$ cat src/rtl/ps2_scancode_fifo_pkg.sv
// Shared register addresses, entry layout and KBSTATUS bit map for the PS/2 scancode queue.
// Software headers and ps2_keyb-level logic take their bit positions from here.
package ps2_scancode_fifo_pkg;

    localparam logic [7:0] SCANCODE = 8'h04;
    localparam logic [7:0] KBSTATUS = 8'h05;

    localparam int ENTRY_W   = 10;
    localparam int ENT_EXT   = 9;
    localparam int ENT_REL   = 8;
    localparam int ENT_CODE  = 0;

    localparam int KBS_BUSY  = 7;
    localparam int KBS_OVF   = 6;
    localparam int KBS_ERR   = 3;
    localparam int KBS_REL   = 2;
    localparam int KBS_EXT   = 1;
    localparam int KBS_NE    = 0;

    typedef struct packed {
        logic       ext;
        logic       rel;
        logic [7:0] code;
    } scan_entry_t;

    // Head flags are masked when the queue is empty so stale RAM never leaks out.
    function automatic logic [7:0] kbstatus_byte(
        input logic        busy,
        input logic        ovf,
        input logic        err,
        input scan_entry_t head,
        input logic        not_empty
    );
        logic [7:0] s;
        s           = 8'h00;
        s[KBS_BUSY] = busy;
        s[KBS_OVF]  = ovf;
        s[KBS_ERR]  = err;
        s[KBS_REL]  = head.rel & not_empty;
        s[KBS_EXT]  = head.ext & not_empty;
        s[KBS_NE]   = not_empty;
        return s;
    endfunction

endpackage

$ cat src/rtl/sync_fifo_fwft.sv
// Generic first-word-fall-through FIFO; the head entry is always presented on dout.
// Shared by the keyboard and mouse paths.
module sync_fifo_fwft #(
    parameter int WIDTH = 10,
    parameter int DEPTH = 16
) (
    input  logic                     clk,
    input  logic                     rst,
    input  logic                     push,
    input  logic                     pop,
    input  logic [WIDTH-1:0]         din,
    output logic [WIDTH-1:0]         dout,
    output logic [$clog2(DEPTH):0]   level,
    output logic                     full,
    output logic                     empty
);

    localparam int AW = $clog2(DEPTH);
    localparam int LW = AW + 1;

    logic [WIDTH-1:0] mem [DEPTH];
    logic [AW-1:0]    wr_q, wr_d;
    logic [AW-1:0]    rd_q, rd_d;
    logic [LW-1:0]    level_q, level_d;
    logic             do_push, do_pop;

    // Full/empty come from the counter so pointers can wrap freely.
    always_comb begin
        do_pop  = pop && (level_q != '0);
        do_push = push && ((level_q != LW'(DEPTH)) || do_pop);
        wr_d    = wr_q;
        rd_d    = rd_q;
        level_d = level_q;
        if (do_push) wr_d = wr_q + AW'(1);
        if (do_pop)  rd_d = rd_q + AW'(1);
        case ({do_push, do_pop})
            2'b10:   level_d = level_q + LW'(1);
            2'b01:   level_d = level_q - LW'(1);
            default: level_d = level_q;
        endcase
    end

    always_ff @(posedge clk) begin
        if (rst) begin
            wr_q    <= '0;
            rd_q    <= '0;
            level_q <= '0;
        end else begin
            wr_q    <= wr_d;
            rd_q    <= rd_d;
            level_q <= level_d;
        end
    end

    always_ff @(posedge clk) begin
        if (do_push) mem[wr_q] <= din;
    end

    assign dout  = mem[rd_q];
    assign level = level_q;
    assign full  = (level_q == LW'(DEPTH));
    assign empty = (level_q == '0);

endmodule

$ cat src/rtl/ps2_scancode_fifo.sv
// Queues decoded PS/2 scancode events for the CPU; each completed SCANCODE read pops one entry.
// Holds the typematic-repeat filter, read-edge detectors, sticky overflow and the status byte.
module ps2_scancode_fifo
    import ps2_scancode_fifo_pkg::*;
#(
    parameter int         DEPTH         = 16,
    parameter logic [7:0] SCANCODE_ADDR = SCANCODE,
    parameter logic [7:0] KBSTATUS_ADDR = KBSTATUS,
    parameter int         FILTER_REPEAT = 1
) (
    input  logic                   clk,
    input  logic                   rst,
    input  logic                   scan_received,
    input  logic [7:0]             scancode,
    input  logic                   extended,
    input  logic                   released,
    input  logic                   ps2busy,
    input  logic                   kberror,
    input  logic [7:0]             zxuno_addr,
    input  logic                   zxuno_regrd,
    output logic [7:0]             scancode_dout,
    output logic                   oe_scancode,
    output logic [7:0]             kbstatus_dout,
    output logic                   oe_kbstatus,
    output logic [$clog2(DEPTH):0] level,
    output logic                   kb_irq
);

    localparam bit FILT = (FILTER_REPEAT != 0);

    logic                   oe_sc_q, oe_ks_q;
    logic                   ovf_q, ovf_d;
    logic                   lm_valid_q, lm_valid_d;
    logic                   lm_ext_q, lm_ext_d;
    logic [7:0]             lm_code_q, lm_code_d;
    logic                   busy_q, err_q;

    logic                   pop_edge, ks_edge;
    logic                   lm_match, drop_rep, push, ovf_event;
    logic [ENTRY_W-1:0]     fifo_din, fifo_dout;
    logic [$clog2(DEPTH):0] fifo_level;
    logic                   fifo_full, fifo_empty;
    scan_entry_t            head;

    assign oe_scancode = (zxuno_addr == SCANCODE_ADDR) && zxuno_regrd;
    assign oe_kbstatus = (zxuno_addr == KBSTATUS_ADDR) && zxuno_regrd;

    always_comb begin
        pop_edge   = oe_sc_q && !oe_scancode;
        ks_edge    = oe_ks_q && !oe_kbstatus;
        lm_match   = lm_valid_q && (lm_ext_q == extended) && (lm_code_q == scancode);
        drop_rep   = FILT && scan_received && !released && lm_match;
        push       = scan_received && !drop_rep;
        // A pop in the same cycle frees the slot, so only a pop-less full push overflows.
        ovf_event  = push && fifo_full && !pop_edge;

        ovf_d = ovf_q;
        if (ks_edge)   ovf_d = 1'b0;
        if (ovf_event) ovf_d = 1'b1;

        lm_valid_d = lm_valid_q;
        lm_ext_d   = lm_ext_q;
        lm_code_d  = lm_code_q;
        if (FILT && scan_received) begin
            if (!released && !lm_match) begin
                lm_valid_d = 1'b1;
                lm_ext_d   = extended;
                lm_code_d  = scancode;
            end else if (released && lm_match) begin
                lm_valid_d = 1'b0;
            end
        end
    end

    always_ff @(posedge clk) begin
        if (rst) begin
            oe_sc_q    <= 1'b0;
            oe_ks_q    <= 1'b0;
            ovf_q      <= 1'b0;
            lm_valid_q <= 1'b0;
        end else begin
            oe_sc_q    <= oe_scancode;
            oe_ks_q    <= oe_kbstatus;
            ovf_q      <= ovf_d;
            lm_valid_q <= lm_valid_d;
        end
    end

    always_ff @(posedge clk) begin
        lm_ext_q  <= lm_ext_d;
        lm_code_q <= lm_code_d;
        busy_q    <= ps2busy;
        err_q     <= kberror;
    end

    assign fifo_din = {extended, released, scancode};

    sync_fifo_fwft #(
        .WIDTH (ENTRY_W),
        .DEPTH (DEPTH)
    ) u_fifo (
        .clk   (clk),
        .rst   (rst),
        .push  (push),
        .pop   (pop_edge),
        .din   (fifo_din),
        .dout  (fifo_dout),
        .level (fifo_level),
        .full  (fifo_full),
        .empty (fifo_empty)
    );

    assign head          = scan_entry_t'(fifo_dout);
    assign scancode_dout = fifo_empty ? 8'h00 : head.code;
    assign kbstatus_dout = kbstatus_byte(busy_q, ovf_q, err_q, head, !fifo_empty);
    assign level         = fifo_level;
    assign kb_irq        = !fifo_empty;

endmodule
$ cat config.mk
export PLATFORM = sky130hd
export DESIGN_NAME = ps2_scancode_fifo
export DESIGN_NICKNAME = d
export VERILOG_FILES = /design/src/rtl/ps2_scancode_fifo_pkg.sv /design/src/rtl/sync_fifo_fwft.sv /design/src/rtl/ps2_scancode_fifo.sv
export SDC_FILE = /design/constraint.sdc
export NUM_CORES = 1
export LEC_CHECK = 0
export BUFFER_PORTS_ARGS = -buffer_cell sky130_fd_sc_hd__buf_2
export CAP_MARGIN = 20
export CORE_ASPECT_RATIO = 1.75
export CORE_UTILIZATION = 53
export DETAILED_ROUTE_END_ITERATION = 6
export PLACE_DENSITY = 0.74
export SETUP_SLACK_MARGIN = 0.4
export SYNTH_ARGS = -nofsm -noshare
export SYNTH_HDL_FRONTEND = slang
export SYNTH_SLANG_ARGS = --single-unit
$ cat constraint.sdc
create_clock -name clk -period 2.25 [get_ports clk]
set_input_delay 0.1125 -clock clk [delete_from_list [all_inputs] [get_ports clk]]
set_output_delay 0.1125 -clock clk [all_outputs]
set_load 0.1 [all_outputs]
==> summary.md <==
| Metric | Value |
|---|---|
| Clock Path Buffers | `2` |
| Peak supply drop | `approximately 0.65 mV` |
| Mapped Cells | `slightly above 400` |
| R2R Setup Slk | `-0.40 ns` |
| Post-layout min period | `around 2.6 ns` |
| Core Area | `about 14000 µm²` |
| CP peak stage delay | `0.45 ns` |
| Final setup viols | `~180` |
| Worst Path Required | `between 2 and 3 ns` |
| Layout cells sized above 1 | `52.1%` |
| Register-to-Register Path Depth | `12` |
| Area grow syn2layout | `39.2%` |
| Worst reg2reg endpoint | `u_fifo.level[4]` |
| Hold path depth | `4` |
| Placed Cells incl. Taps | `approximately 670` |
| Fin Setup TNS | `-18.67 ns` |
| CTS tree | `built` |
| Pwr dens | `roughly 730 nW/µm²` |
| GRT Total Usage | `just under 30%` |
| Clock sinks | `between 150 and 200` |
| Pleak | `roughly 3.7 nW` |
| Final Cycle Share | `118%` |
| Final Hold Viols | `0` |
| Critical Path AT | `between 2 and 3 ns` |
| ANT cells | `0` |
| Synth area leader | `edfxtp_1` |
| Commonest cells after routing, fill and taps aside | `edfxtp_1 (169), mux4_2 (50), buf_12 (34), buf_2 (33), buf_4 (33)` |
| Router iterations before antenna repair | `5` |
| Clk_lat worst skew | `0.45 ns` |
| Port Buffer Count | `45` |
| Top delay family on crit path | `compound AO/OA/AOI/OAI gates` |
| HPWL Detailed | `~11 mm` |
| Status | `finished, violations left` |
| Post-synthesis mux area share | `15.1%` |
| Initial DRC Count | `roughly 350` |
| Yosys reg bits | `around 190` |
| RSZ-0062 raised after global routing | `true` |
| Synth Flop Type | `edfxtp_1` |
| Final Worst Setup Slack | `-0.395 ns` |
| DRC viols | `0` |
| Clk_skew | `0.00895 ns` |
| CP max FO | `5` |
| Hold Crit Class | `input pin to register` |
| Simple-gate portion of the synthesized area | `under 10%` |
| YS warnings | `0` |
| Adder-cell share of the synthesized area | `between 1 and 1.5%` |
| Die height | `162 µm` |
| Max Cap Violations | `0` |
| Failing checks | `negative setup slack` |
| Post-DRT Antenna Nets | `0` |
| Relative slew slack | `between 50% and 60%` |
| Yosys cell types | `48` |
| Clock Pin Slew Worst Setup and Hold Paths | `about 0.07 ns` |
| Avg Vias per Cell | `~6.2` |
| Routability cong. | `between 0.8 and 0.9` |
| Row count | `between 50 and 60` |
| Compound-Gate Fraction of Synth Area | `under 10%` |
| Commonest non-fill, non-tap cell in the layout | `edfxtp_1` |
| Nets@finish | `between 500 and 600` |
| Slew Viols, Final | `0` |
| Mean cell area of the mapped netlist | `18.9 µm²` |
| Root Driver | `clkbuf_16` |
| Xor/xnor share of the synthesized area | `1.92%` |
| Die area | `around 15000 µm²` |
| Fill count | `between 700 and 800` |
| Largest family of logic cells by synthesized area | `multiplexers` |
| Number of synthesized flops with an enable pin | `approximately 170` |
| Via count | `4625` |
| Starting density of the core | `54.1%` |
| Routed wire per std cell | `approximately 29 µm` |
| Post-synthesis sequential area ratio | `71.5%` |
| TritonCTS Buffers | `17` |
| Actual slew at the worst max-slew pin | `roughly 0.62 ns` |
| Layout Cells excl Fill | `between 700 and 800` |
| IO Pins | `48` |
| H-tree depth | `4` |
| Worst Setup Start Kind | `register` |
| Area share of the largest cell type after synthesis | `between 60% and 70%` |
| GRT overflow | `0` |
| FF-to-FF Start | `lm_code_q[2]` |
| Hold EP | `oe_ks_q` |
| First-pass GRT wire length | `between 20 and 30 mm` |
| Worst path bufs/invs | `2` |
| Synthesized cell area | `7740 µm²` |
| Dominant cells by area after synthesis | `edfxtp_1 (66%), mux4_2 (15%), dfxtp_1 (5.9%)` |
| Routed WL | `about 21 mm` |
| Fmax | `about 380 MHz` |
| Worst hold path startpoint | `zxuno_addr[7]` |
| Cell Chain, Critical Path | `xnor2_1, nand4_1, o41ai_4, nand2_4, buf_4, inv_4, ha_4, a31oi_1, a311oi_1, mux2i_1, xor2_1, nor2_1` |
| Post-synth ARST share | `0%` |
| Number of antenna violations at the first check in global routing | `0` |
| Die W | `about 93 µm` |
| Slowest stage cell, crit path | `o41ai_4` |
| Setup crit end kind | `register` |
| Number of global-route vias before repair | `between 4k and 5k` |
| Largest net degree at the start of global routing | `31` |
| Crit Path Category | `register to register` |
[per-layer routing]
metal,GRT usage [%],up-vias,wire [µm]
met5,0,-,0
met4,21.3,0,1560
met3,5.90,90,1070
met2,53.4,240,12100
met1,29.1,2359,6720
li1,-,1936,-
[final cells by class]
cell class | count | area [µm²] | share of cell area [%]
multi-input combinational | 188 | 2440 | 22.6
timing repair buffer | 153 | 1930 | 17.9
inverter | 7 | 28.8 | 0.267
clock buffer | 18 | 429 | 3.98
clock inverter | 14 | 166 | 1.54
tap | 180 | 225 | 2.09
sequential | 192 | 5560 | 51.6
[cells in the mapped netlist, types with 2 or more instances]
cell / instances
a21oi_1: 6
a31oi_1: 2
and2_1: 12
buf_2: 4
buf_4: 6
buf_6: 3
clkbuf_1: 10
dfxtp_1: 23
edfxtp_1: 169
ha_1: 8
inv_1: 6
mux2i_1: 2
mux4_2: 50
nand2_1: 13
nand2b_1: 3
nand3_1: 5
nand4_1: 3
nor2_1: 29
nor2b_1: 4
nor3_1: 5
nor4b_1: 3
o32ai_1: 2
xnor2_1: 13
xor2_1: 4
[report_power, final]
group          internal, W  switching, W
registers          0.00392     0.0000279
clock network      0.00150       0.00150
logic             0.000377      0.000540
[kinds of logic after synthesis]
family	after synthesis
buf+inv	31
xor+xnor	17
mux	54
simple gates	84
fa+ha+maj	8
other cells	1
compound gates	22
flops	192
[how the worst max path moves through the flow]
stage,start,slack [ns],end,depth (start not counted)
floorplan,u_fifo.level[0],-0.30,u_fifo.level[4],12
global placement,lm_code_q[4],-0.16,u_fifo.level[4],11
detailed placement,lm_ext_q,-0.27,u_fifo.level[4],11
CTS,register,-0.37,scancode_dout[6],6
global route,lm_code_q[2],-0.50,u_fifo.level[4],11
finish,lm_code_q[2],-0.40,u_fifo.level[4],12
[sequential cells by signal, indices dropped and copies added (netlist names), named ones only]
register,flops
u_fifo.level,5
oe_sc_q,1
busy_q,1
ovf_q,1
u_fifo.rd_q,4
lm_ext_q,1
lm_valid_q,1
u_fifo.wr_q,4
oe_ks_q,1
u_fifo.mem,160
lm_code_q,8
err_q,1
[what timing repair did]
item,4_1_cts,5_1_grt
gates resized for setup,122,18
endpoints found under the setup margin,192,194
hold endpoints to repair,9,0
cloned,14,3
pin swaps,20,24
buffers inserted,24,8
hold buffers,5,0
[worst register-to-register path: stages, from the launching register on]
cell	delay [ns]
edfxtp_1	0.43
xnor2_1	0.23
nand4_1	0.21
o41ai_4	0.46
nand2_4	0.11
buf_4	0.16
inv_4	0.05
ha_4	0.20
a31oi_1	0.18
a311oi_1	0.07
mux2i_1	0.20
xor2_1	0.17
nor2_1	0.06
[per-stage QoR]
step / power, W / hold slack (ns) / util, % / setup slack [ns] / area, µm²
after floorplan: 0.00447 / 0.140 / - / -0.296 / 8000
after global placement: 0.00465 / 0.214 / 62.0 / -0.158 / 8860
after detailed placement: 0.00467 / 0.217 / 62.0 / -0.266 / 8860
after CTS: 0.00779 / 0.0150 / 73.7 / -0.374 / 10500
after global routing: 0.00803 / 0.0474 / 75.4 / -0.496 / 10800
final: 0.00786 / 0.0126 / 75.4 / -0.395 / 10800
Power figures use the tool's default switching activity.
